$ cat config.mk
export PLATFORM = sky130hd
export DESIGN_NAME = sop_burst_controller
export DESIGN_NICKNAME = d
export VERILOG_FILES = /design/src/rtl/sop_burst_controller.sv
export SDC_FILE = /design/constraint.sdc
export NUM_CORES = 1
export LEC_CHECK = 0
export ABC_AREA = 1
export CAP_MARGIN = 5
export CORE_MARGIN = 5
export CORE_UTILIZATION = 48
export DETAILED_ROUTE_END_ITERATION = 7
export PLACE_DENSITY = 0.81
export SKIP_LAST_GASP = 1
export SLEW_MARGIN = 20
export SYNTH_ARGS = -nofsm -noshare
export SYNTH_HDL_FRONTEND = slang
export SYNTH_SLANG_ARGS = --single-unit
$ cat constraint.sdc
create_clock -name clk -period 1.7 [get_ports clk]
set_input_delay 0.425 -clock clk [delete_from_list [all_inputs] [get_ports clk]]
set_output_delay 0.425 -clock clk [all_outputs]
set_load 0.02 [all_outputs]
$ cat src/rtl/sop_burst_controller.sv
// sop_burst_controller: sequences one burst of BURST_LEN samples through the
// sum_of_products datapath. It holds a shadow coefficient set that is committed
// on job start, accepts samples over a valid/ready stream, tracks datapath
// latency with a valid pipe, and reports results with out_valid and end of job
// with done.
//
// Ports
//   clk, rst           rising-edge clock, asynchronous active-low reset
//   start              job start request, honoured only in IDLE
//   busy, done         job in progress / one-cycle end-of-job pulse
//   cfg_we/addr/data   shadow coefficient write (0=c11 1=c12 2=c21 3=c22)
//   in_valid/ready     sample stream handshake, in_data is the sample
//   sop_data_in        sample presented to the datapath
//   sop_coef11..22     active coefficient set presented to the datapath
//   sop_final_sum      datapath result, SOP_LATENCY edges after sop_data_in
//   out_valid/out_sum  registered result for each accepted sample
//   stall_cnt          RUN cycles without in_valid, saturating
//                      (present only when SOP_PERF_EN is defined)
module sop_burst_controller #(
    parameter int unsigned DATA_WIDTH  = 4,
    parameter int unsigned SOP_LATENCY = 2,
    parameter int unsigned BURST_LEN   = 8
) (
    input  logic                      clk,
    input  logic                      rst,
    input  logic                      start,
    output logic                      busy,
    output logic                      done,
    input  logic                      cfg_we,
    input  logic [1:0]                cfg_addr,
    input  logic [DATA_WIDTH-1:0]     cfg_data,
    input  logic                      in_valid,
    output logic                      in_ready,
    input  logic [DATA_WIDTH-1:0]     in_data,
    output logic [DATA_WIDTH-1:0]     sop_data_in,
    output logic [DATA_WIDTH-1:0]     sop_coef11,
    output logic [DATA_WIDTH-1:0]     sop_coef12,
    output logic [DATA_WIDTH-1:0]     sop_coef21,
    output logic [DATA_WIDTH-1:0]     sop_coef22,
    input  logic [2*DATA_WIDTH+1:0]   sop_final_sum,
    output logic                      out_valid,
    output logic [2*DATA_WIDTH+1:0]   out_sum
`ifdef SOP_PERF_EN
    ,
    output logic [15:0]               stall_cnt
`endif
);

    localparam int unsigned SUM_W = 2 * DATA_WIDTH + 2;
    localparam int unsigned CNT_W = (BURST_LEN > 1) ? $clog2(BURST_LEN) : 1;
    localparam int unsigned VP_W  = SOP_LATENCY + 1;

    typedef enum logic [1:0] {
        ST_IDLE  = 2'd0,
        ST_RUN   = 2'd1,
        ST_DRAIN = 2'd2,
        ST_DONE  = 2'd3
    } state_t;

    state_t                          state_q, state_d;
    logic [3:0][DATA_WIDTH-1:0]      shadow_q, shadow_d;
    logic [3:0][DATA_WIDTH-1:0]      coef_q, coef_d;
    logic [CNT_W-1:0]                cnt_q, cnt_d;
    logic [VP_W-1:0]                 vpipe_q, vpipe_d;
    logic [DATA_WIDTH-1:0]           data_d;
    logic [SUM_W-1:0]                out_sum_d;
    logic                            out_valid_d;
    logic                            busy_d, done_d, in_ready_d;
    logic                            beat;
`ifdef SOP_PERF_EN
    logic [15:0]                     stall_d;
`endif

    assign sop_coef11 = coef_q[0];
    assign sop_coef12 = coef_q[1];
    assign sop_coef21 = coef_q[2];
    assign sop_coef22 = coef_q[3];

    // in_ready is registered and high exactly while in RUN
    assign beat = in_valid & in_ready;

    // Next-state and next-output logic
    always_comb begin
        state_d     = state_q;
        shadow_d    = shadow_q;
        coef_d      = coef_q;
        cnt_d       = cnt_q;
        data_d      = sop_data_in;
        vpipe_d     = {vpipe_q[SOP_LATENCY-1:0], 1'b0};
        out_valid_d = vpipe_q[SOP_LATENCY];
        out_sum_d   = vpipe_q[SOP_LATENCY] ? sop_final_sum : out_sum;
`ifdef SOP_PERF_EN
        stall_d     = stall_cnt;
`endif

        // Shadow write first so a write coinciding with start is committed too
        if (cfg_we) begin
            shadow_d[cfg_addr] = cfg_data;
        end

        unique case (state_q)
            ST_IDLE: begin
                if (start) begin
                    state_d = ST_RUN;
                    coef_d  = shadow_d;
`ifdef SOP_PERF_EN
                    stall_d = 16'd0;
`endif
                end
            end
            ST_RUN: begin
                if (beat) begin
                    data_d     = in_data;
                    vpipe_d[0] = 1'b1;
                    if (cnt_q == CNT_W'(BURST_LEN - 1)) begin
                        cnt_d   = '0;
                        state_d = ST_DRAIN;
                    end else begin
                        cnt_d = cnt_q + CNT_W'(1);
                    end
                end
`ifdef SOP_PERF_EN
                if (!in_valid && (stall_cnt != 16'hFFFF)) begin
                    stall_d = stall_cnt + 16'd1;
                end
`endif
            end
            ST_DRAIN: begin
                if (vpipe_q == '0) begin
                    state_d = ST_DONE;
                end
            end
            ST_DONE: begin
                state_d = ST_IDLE;
            end
            default: begin
                state_d = ST_IDLE;
            end
        endcase

        busy_d     = (state_d != ST_IDLE);
        in_ready_d = (state_d == ST_RUN);
        done_d     = (state_d == ST_DONE);
    end

    // State and output registers
    always_ff @(posedge clk or negedge rst) begin
        if (!rst) begin
            state_q     <= ST_IDLE;
            shadow_q    <= '0;
            coef_q      <= '0;
            cnt_q       <= '0;
            vpipe_q     <= '0;
            sop_data_in <= '0;
            out_valid   <= 1'b0;
            out_sum     <= '0;
            busy        <= 1'b0;
            done        <= 1'b0;
            in_ready    <= 1'b0;
`ifdef SOP_PERF_EN
            stall_cnt   <= 16'd0;
`endif
        end else begin
            state_q     <= state_d;
            shadow_q    <= shadow_d;
            coef_q      <= coef_d;
            cnt_q       <= cnt_d;
            vpipe_q     <= vpipe_d;
            sop_data_in <= data_d;
            out_valid   <= out_valid_d;
            out_sum     <= out_sum_d;
            busy        <= busy_d;
            done        <= done_d;
            in_ready    <= in_ready_d;
`ifdef SOP_PERF_EN
            stall_cnt   <= stall_d;
`endif
        end
    end

endmodule

==> impl_metrics.csv, run 1 <==
group,metric,value,unit
worst_setup_path,path_cells,"dlygate4sd2_1",
power_and_ir_drop,cellLeakagePower,0.001731,uW
floorplanning,fp.dieW,80.43,um
worst_setup_path,arrival,1.05,ns
synth,ys_types,19,
synth,yosysWarnings,0,
detailed_routing,drcViolationCount,0,
floorplanning,io_pins,59,
detailed_routing,vias_per_cell,4.574,
detailed_routing,vias,1834,
sta,setup_slack,0.2234,ns
sta,worstMarginPinSlew,0.3967,ns
floorplanning,rows,25,
worst_setup_path,critical_path_class,"register to output pin",
synth,syn_nets,284,
placed_design,place_ws,-0.0009254,ns
worst_setup_path,critical_path.top_delay_family,"flip-flops",
detailed_routing,wl_per_cell,12.57,um
worst_setup_path,cp.required,1.27,ns
cts,clk_latency,0.33,ns
worst_setup_path,slowest_delay,0.39,ns
synth,netlist_area,2381,um2
sta,rsz0062_at_grt,"false",
detailed_routing,first_iter_violations,102,
final_layout,drive_gt1_share,11.68,%
synth,synthCells,257,
cts,clk_path_buf_depth,2,
power_and_ir_drop,irDropWorstVdd,1.007,mV
cts,cts_root_buffer,"clkbuf_8",
sta,slew_viol_final,0,
worst_setup_path,critPathBufInv,1,
cts,cts_made_buffers,9,
sta,period_share,86.86,%
worst_setup_path,reg2reg_depth,6,
floorplanning,die_h,80.43,um
floorplanning,die_area,6469,um2
min_path,hold_class,"input port to asynchronous set/reset pin",
sta,fin_worst_skew,0.008022,ns
grt,grt_antenna_before_repair,0,
worst_setup_path,start_kind,"register",
placed_design,hpwlAfterDp,3.635,mm
worst_setup_path,crit_cells,1,
floorplanning,start_util,50.08,%
placed_design,port_buffers,58,
grt,gr-usage-all-layers,17.92,%
detailed_routing,ant_nets,0,
worst_setup_path,critPathCaptureType,"output pin",
worst_setup_path,crit_fanout,3,
run,drv_cap,0,
grt,grt-ovfl-total,0,
synth,syn_avg_cell_area,9.265,um2
detailed_routing,firstDrtPassIters,4,
grt,grt_max_degree,32,
worst_setup_path,slowest_stage,"dfrtp_1",
power_and_ir_drop,total_power,5254,uW
sta,setup_violations,0,
synth,ys_seq_area_share,60.96,%
detailed_routing,wl,5.039,mm
power_and_ir_drop,p_per_area,1629,nW/um2
sta,fin_crit,1.477,ns
grt,grt_pass1_vias,1879,
placed_design,gp_congestion,0.7702,
cts,htree_num_levels,3,
outcome,outcome,"finished, final reports clean",
placed_design,dp_cells,385,
cts,clk_pin_slew_worst_paths,0.06,ns
cts,holdBufCountCts,0,
final_layout,area_growth,35.47,%
cts,cts_tree,"built",
sta,slew_headroom,73.56,%
final_layout,num-fill-cells,385,
final_layout,layout.cells.non_filler,401,
synth,synth.ff_latch_count,58,
sta,clock.fmax,677.2,MHz
final_layout,layout.nets,356,
floorplanning,core_area,4755,um2
grt,grt_pass1_wl,8.645,mm
final_layout,n_antenna_cell,0,
sta,finalHoldViolCount,0,
cts,clock-sinks,58,
==> logic make-up after synthesis <==
kind of cell | count (synthesis) | share of synthesized area [%]
flip-flops | 58 | 60.96
adder cells (fa/ha/maj) | 2 | 1.051
buffers and inverters | 32 | 5.570
AO/OA/AOI/OAI | 14 | 4.046
AND/OR/NAND/NOR | 151 | 28.38
==> flip-flops by register name, summed over array words and instances, names as in the netlist <==
| register | cells |
|---|---|
| done | 1 |
| sop_coef21 | 4 |
| sop_data_in | 4 |
| out_valid | 1 |
| sop_coef11 | 4 |
| vpipe_q | 3 |
| cnt_q | 3 |
| busy | 1 |
| shadow_q | 16 |
| sop_coef12 | 4 |
| out_sum | 10 |
| in_ready | 1 |
| state_q | 2 |
| sop_coef22 | 4 |
==> synthesized netlist by cell type (all sizes together) <==
| master | number | area [um2] |
|---|---|---|
| o21ai | 5 | 28.77 |
| nand3 | 21 | 155.1 |
| clkbuf | 2 | 7.510 |
| ha | 2 | 25.02 |
| inv | 27 | 101.4 |
| nand2 | 114 | 427.9 |
| and2 | 4 | 30.03 |
| o21a | 9 | 67.56 |
| dfrtp | 58 | 1451 |
| nand4 | 4 | 25.02 |
| nor2 | 8 | 37.54 |
| buf | 3 | 23.77 |
==> timing repair <==
| action | CTS | global route |
|---|---|---|
| setup buffers | 0 | 0 |
| gates resized for setup | 33 | 1 |
| setup endpoints to repair | 33 | 1 |
==> power by group <==
group,total (uW),switching [uW],internal (uW)
combinational,1950,1190,756
sequential,2140,254,1890
clock,1160,519,645
==> placed cells by master, fill, tap and decap left out <==
cell | Yosys | routed
and2_2 | 4 | 4
buf_12 | 0 | 1
buf_2 | 1 | 1
buf_4 | 1 | 7
clkbuf_1 | 2 | 2
clkbuf_8 | 0 | 12
clkdlybuf4s50_1 | 0 | 23
clkinv_2 | 0 | 2
dfrtp_1 | 58 | 58
dlygate4sd2_1 | 0 | 33
dlymetal6s2s_1 | 0 | 1
ha_1 | 2 | 2
inv_1 | 21 | 21
inv_2 | 6 | 6
nand2_1 | 114 | 114
nand3_1 | 17 | 17
nand3_4 | 4 | 4
nand4_1 | 4 | 4
nor2_1 | 7 | 7
nor2_4 | 1 | 1
o21a_1 | 9 | 9
o21ai_0 | 1 | 1
o21ai_1 | 3 | 3
o21ai_2 | 1 | 1
==> metrics by stage <==
step / area (um2) / hold slack (ns) / TNS [ns] / utilization [%]
2_1_floorplan: 2381 / 0.1294 / 0 / -
3_3_place_gp: 3082 / 0.3596 / 0 / 64.82
3_5_place_dp: 3082 / 0.3621 / -0.0009254 / 64.82
4_1_cts: 3223 / 0.01307 / 0 / 67.79
5_1_grt: 3226 / 0.03559 / 0 / 67.84
6_report: 3226 / 0.01224 / 0 / 67.84
==> per-layer routing <==
metal	GRT usage [%]	wire, um	up-vias
met1	22.38	2234	855
met5	0	0	-
li1	-	-	941
met2	28.48	2519	31
met4	9.966	96	0
met3	4.260	188	7
==> final cells by class <==
class | instances | area (um2) | area share (%)
inverter | 27 | 101.3 | 3.142
multi-input combinational | 167 | 797.0 | 24.71
tap | 67 | 83.83 | 2.599
clock inverter | 2 | 10.01 | 0.3103
clock buffer | 14 | 172.7 | 5.353
sequential | 58 | 1451 | 45.00
timing repair buffer | 66 | 609.3 | 18.89
==> path summary, 6_finish.rpt <==
check | from | to | slack [ns]
max in group asynchronous | rst | sop_coef21[0] | 1.19
hold / removal | rst | out_sum[5] | 0.01
hold reg to reg | vpipe_q[1] | vpipe_q[2] | 0.38
setup / recovery | in_ready | in_ready | 0.22
setup reg to reg | cnt_q[0] | busy | 0.34
min in group clk | vpipe_q[1] | vpipe_q[2] | 0.38
Note: power is estimated with default switching activity, not from simulation.
==> inputs of run 2 (changes only) <==
--- a/config.mk
+++ b/config.mk
@@ -10,6 +10,7 @@
 export CORE_MARGIN = 5
 export CORE_UTILIZATION = 48
 export DETAILED_ROUTE_END_ITERATION = 7
+export GPL_ROUTABILITY_DRIVEN = 0
 export PLACE_DENSITY = 0.81
 export SKIP_LAST_GASP = 1
 export SLEW_MARGIN = 20
==> results of run 2 <==
Same layout as run 1: the final DEF is identical, and so are final timing and power.
==> inputs of run 3 (changes only) <==
--- a/config.mk
+++ b/config.mk
@@ -12,6 +12,7 @@
 export DETAILED_ROUTE_END_ITERATION = 7
 export GPL_ROUTABILITY_DRIVEN = 0
 export PLACE_DENSITY = 0.81
+export SETUP_SLACK_MARGIN = 0.3
 export SKIP_LAST_GASP = 1
 export SLEW_MARGIN = 20
 export SYNTH_ARGS = -nofsm -noshare
==> impl_metrics.csv, run 3 (synthesized netlist as in run 1, its figures left out) <==
group,metric,value,unit
final_layout,drive_gt1_share,22.46,%
grt,grt_pass1_vias,1871,
floorplanning,die_area,6469,um2
grt,grt_max_degree,32,
sta,fin_worst_skew,0.008826,ns
cts,holdBufCountCts,0,
run,drv_cap,0,
detailed_routing,vias_per_cell,4.579,
final_layout,area_growth,30.95,%
power_and_ir_drop,combPwrFrac,36.1,%
placed_design,port_buffers,58,
placed_design,placed_area,3082,um2
detailed_routing,first_iter_violations,98,
worst_setup_path,path_cells,"clkdlybuf4s15_2",
grt,grt_pass1_wl,8.673,mm
sta,period_share,80.84,%
cts,cts_root_buffer,"clkbuf_8",
detailed_routing,drcViolationCount,0,
grt,grt_antenna_before_repair,0,
cts,clk_path_buf_depth,2,
detailed_routing,firstDrtPassIters,4,
cts,clk_pin_slew_worst_paths,0.06,ns
final_layout,final_cell_mix,"nand2_1 (114), dfrtp_1 (58), buf_2 (32), clkdlybuf4s50_1 (22), inv_1 (20)",
final_layout,n_antenna_cell,0,
final_layout,layout.nets,356,
floorplanning,io_pins,59,
final_layout,num-fill-cells,399,
sta,fin_crit,1.374,ns
worst_setup_path,cp.required,1.27,ns
worst_setup_path,critical_path_class,"register to output pin",
power_and_ir_drop,clkPwrFrac,22.5,%
power_and_ir_drop,p_per_area,1660,nW/um2
floorplanning,die_h,80.43,um
detailed_routing,wl,5.060,mm
floorplanning,rows,25,
detailed_routing,vias,1836,
final_layout,final_area,3118,um2
floorplanning,fp.dieW,80.43,um
worst_setup_path,critPathBufInv,1,
cts,postCtsSetupRepairBufs,0,
final_layout,reg_top3,"shadow_q x16, out_sum x10",
sta,worstMarginPinSlew,0.3967,ns
cts,clk_latency,0.34,ns
placed_design,hpwlAfterDp,3.635,mm
sta,setup_violations,0,
sta,finalHoldViolCount,0,
power_and_ir_drop,switching_share,38.09,%
sta,slew_headroom,73.55,%
worst_setup_path,crit_fanout,2,
cts,cts_tree,"built",
power_and_ir_drop,internal_power,3203,uW
floorplanning,core_area,4755,um2
detailed_routing,ant_nets,0,
worst_setup_path,slowest_delay,0.37,ns
grt,grt-ovfl-total,0,
final_layout,final_common_cell,"nand2_1",
final_layout,largest_register_ffs,16,
power_and_ir_drop,p_seq_share,41.4,%
worst_setup_path,slowest_stage,"dfrtp_1",
sta,whs,0.01024,ns
grt,gr-usage-all-layers,17.97,%
power_and_ir_drop,irDropWorstVdd,0.9762,mV
outcome,outcome,"finished, final reports clean",
worst_setup_path,crit_start,"sop_coef21[3]",
sta,slew_viol_final,0,
cts,clock-sinks,58,
worst_setup_path,critical_path.top_delay_family,"flip-flops",
worst_setup_path,rr_startpoint,"cnt_q[0]",
worst_setup_path,arrival,0.95,ns
sta,clock.fmax,727.6,MHz
worst_setup_path,critPathCaptureType,"output pin",
power_and_ir_drop,cellLeakagePower,0.001670,uW
cts,cts_made_buffers,9,
power_and_ir_drop,p_switching,1971,uW
sta,rsz0062_at_grt,"true",
detailed_routing,wl_per_cell,12.62,um
cts,htree_num_levels,3,
min_path,hold_class,"input port to asynchronous set/reset pin",
worst_setup_path,start_kind,"register",
floorplanning,start_util,50.08,%
final_layout,largest_register,"shadow_q",
==> run 3: changes by cell type in the layout (fill, tap and decap cells not counted), sizes merged <==
cell | previous run | this run
buf | 9 | 40
clkdlybuf4s15 | 0 | 3
clkdlybuf4s50 | 23 | 22
dlygate4sd2 | 33 | 0
==> run 3: worst paths after layout <==
| path | endpoint | cells after the start | slack (ns) |
|---|---|---|---|
| max | sop_coef21[3] | 1 | 0.33 |
| min reg2reg | vpipe_q[2] | 0 | 0.38 |
| min in group clk | vpipe_q[2] | 0 | 0.38 |
| min | out_sum[5] | 1 | 0.01 |
| max reg2reg | busy | 6 | 0.40 |
| max in group asynchronous | sop_coef21[0] | 2 | 1.19 |
==> run 3: routing by layer <==
layer / up-vias / GRT usage, % / share of wire (%)
met5: - / 0 / 0
met4: 0 / 9.966 / 1.6
met3: 5 / 4.260 / 4.0
met2: 32 / 28.48 / 51
met1: 858 / 22.53 / 43
li1: 941 / - / -
==> run 3: area by class of cell <==
cell class | instances | area [um2] | share of cell area (%)
Clock inverter | 2 | 10.01 | 0.3210
Timing Repair Buffer | 66 | 499.2 | 16.01
Sequential cell | 58 | 1451 | 46.55
Tap cell | 67 | 83.83 | 2.689
Clock buffer | 14 | 172.7 | 5.538
Multi-Input combinational cell | 167 | 799.5 | 25.64
Inverter | 27 | 101.3 | 3.250
==> run 3: power by group through the flow <==
stage	combinational (uW)	sequential, uW	clock, uW
after global routing	2080	2220	1250
after floorplan	727	2610	0
after detailed placement	2240	2180	0
after CTS	1930	2150	1190
final	1870	2140	1160
after global placement	2190	2150	0
==> run 3: repair_timing <==
item | CTS | global route
resized for setup | 129 | 7
hold endpoints to repair | 0 | 0
endpoints found under the setup margin | 34 | 13
==> run 3: per-stage QoR <==
step	util (%)	cells	total power (uW)	TNS (ns)	setup slack [ns]
global route	65.58	401	5547	0	0.2890
CTS	66.00	401	5273	0	0.2687
detailed placement	64.82	385	4418	-0.0009254	-0.0009254
floorplan	-	257	3332	0	0.4872
global placement	64.82	385	4348	0	0.03247
finish	65.58	401	5174	0	0.3257
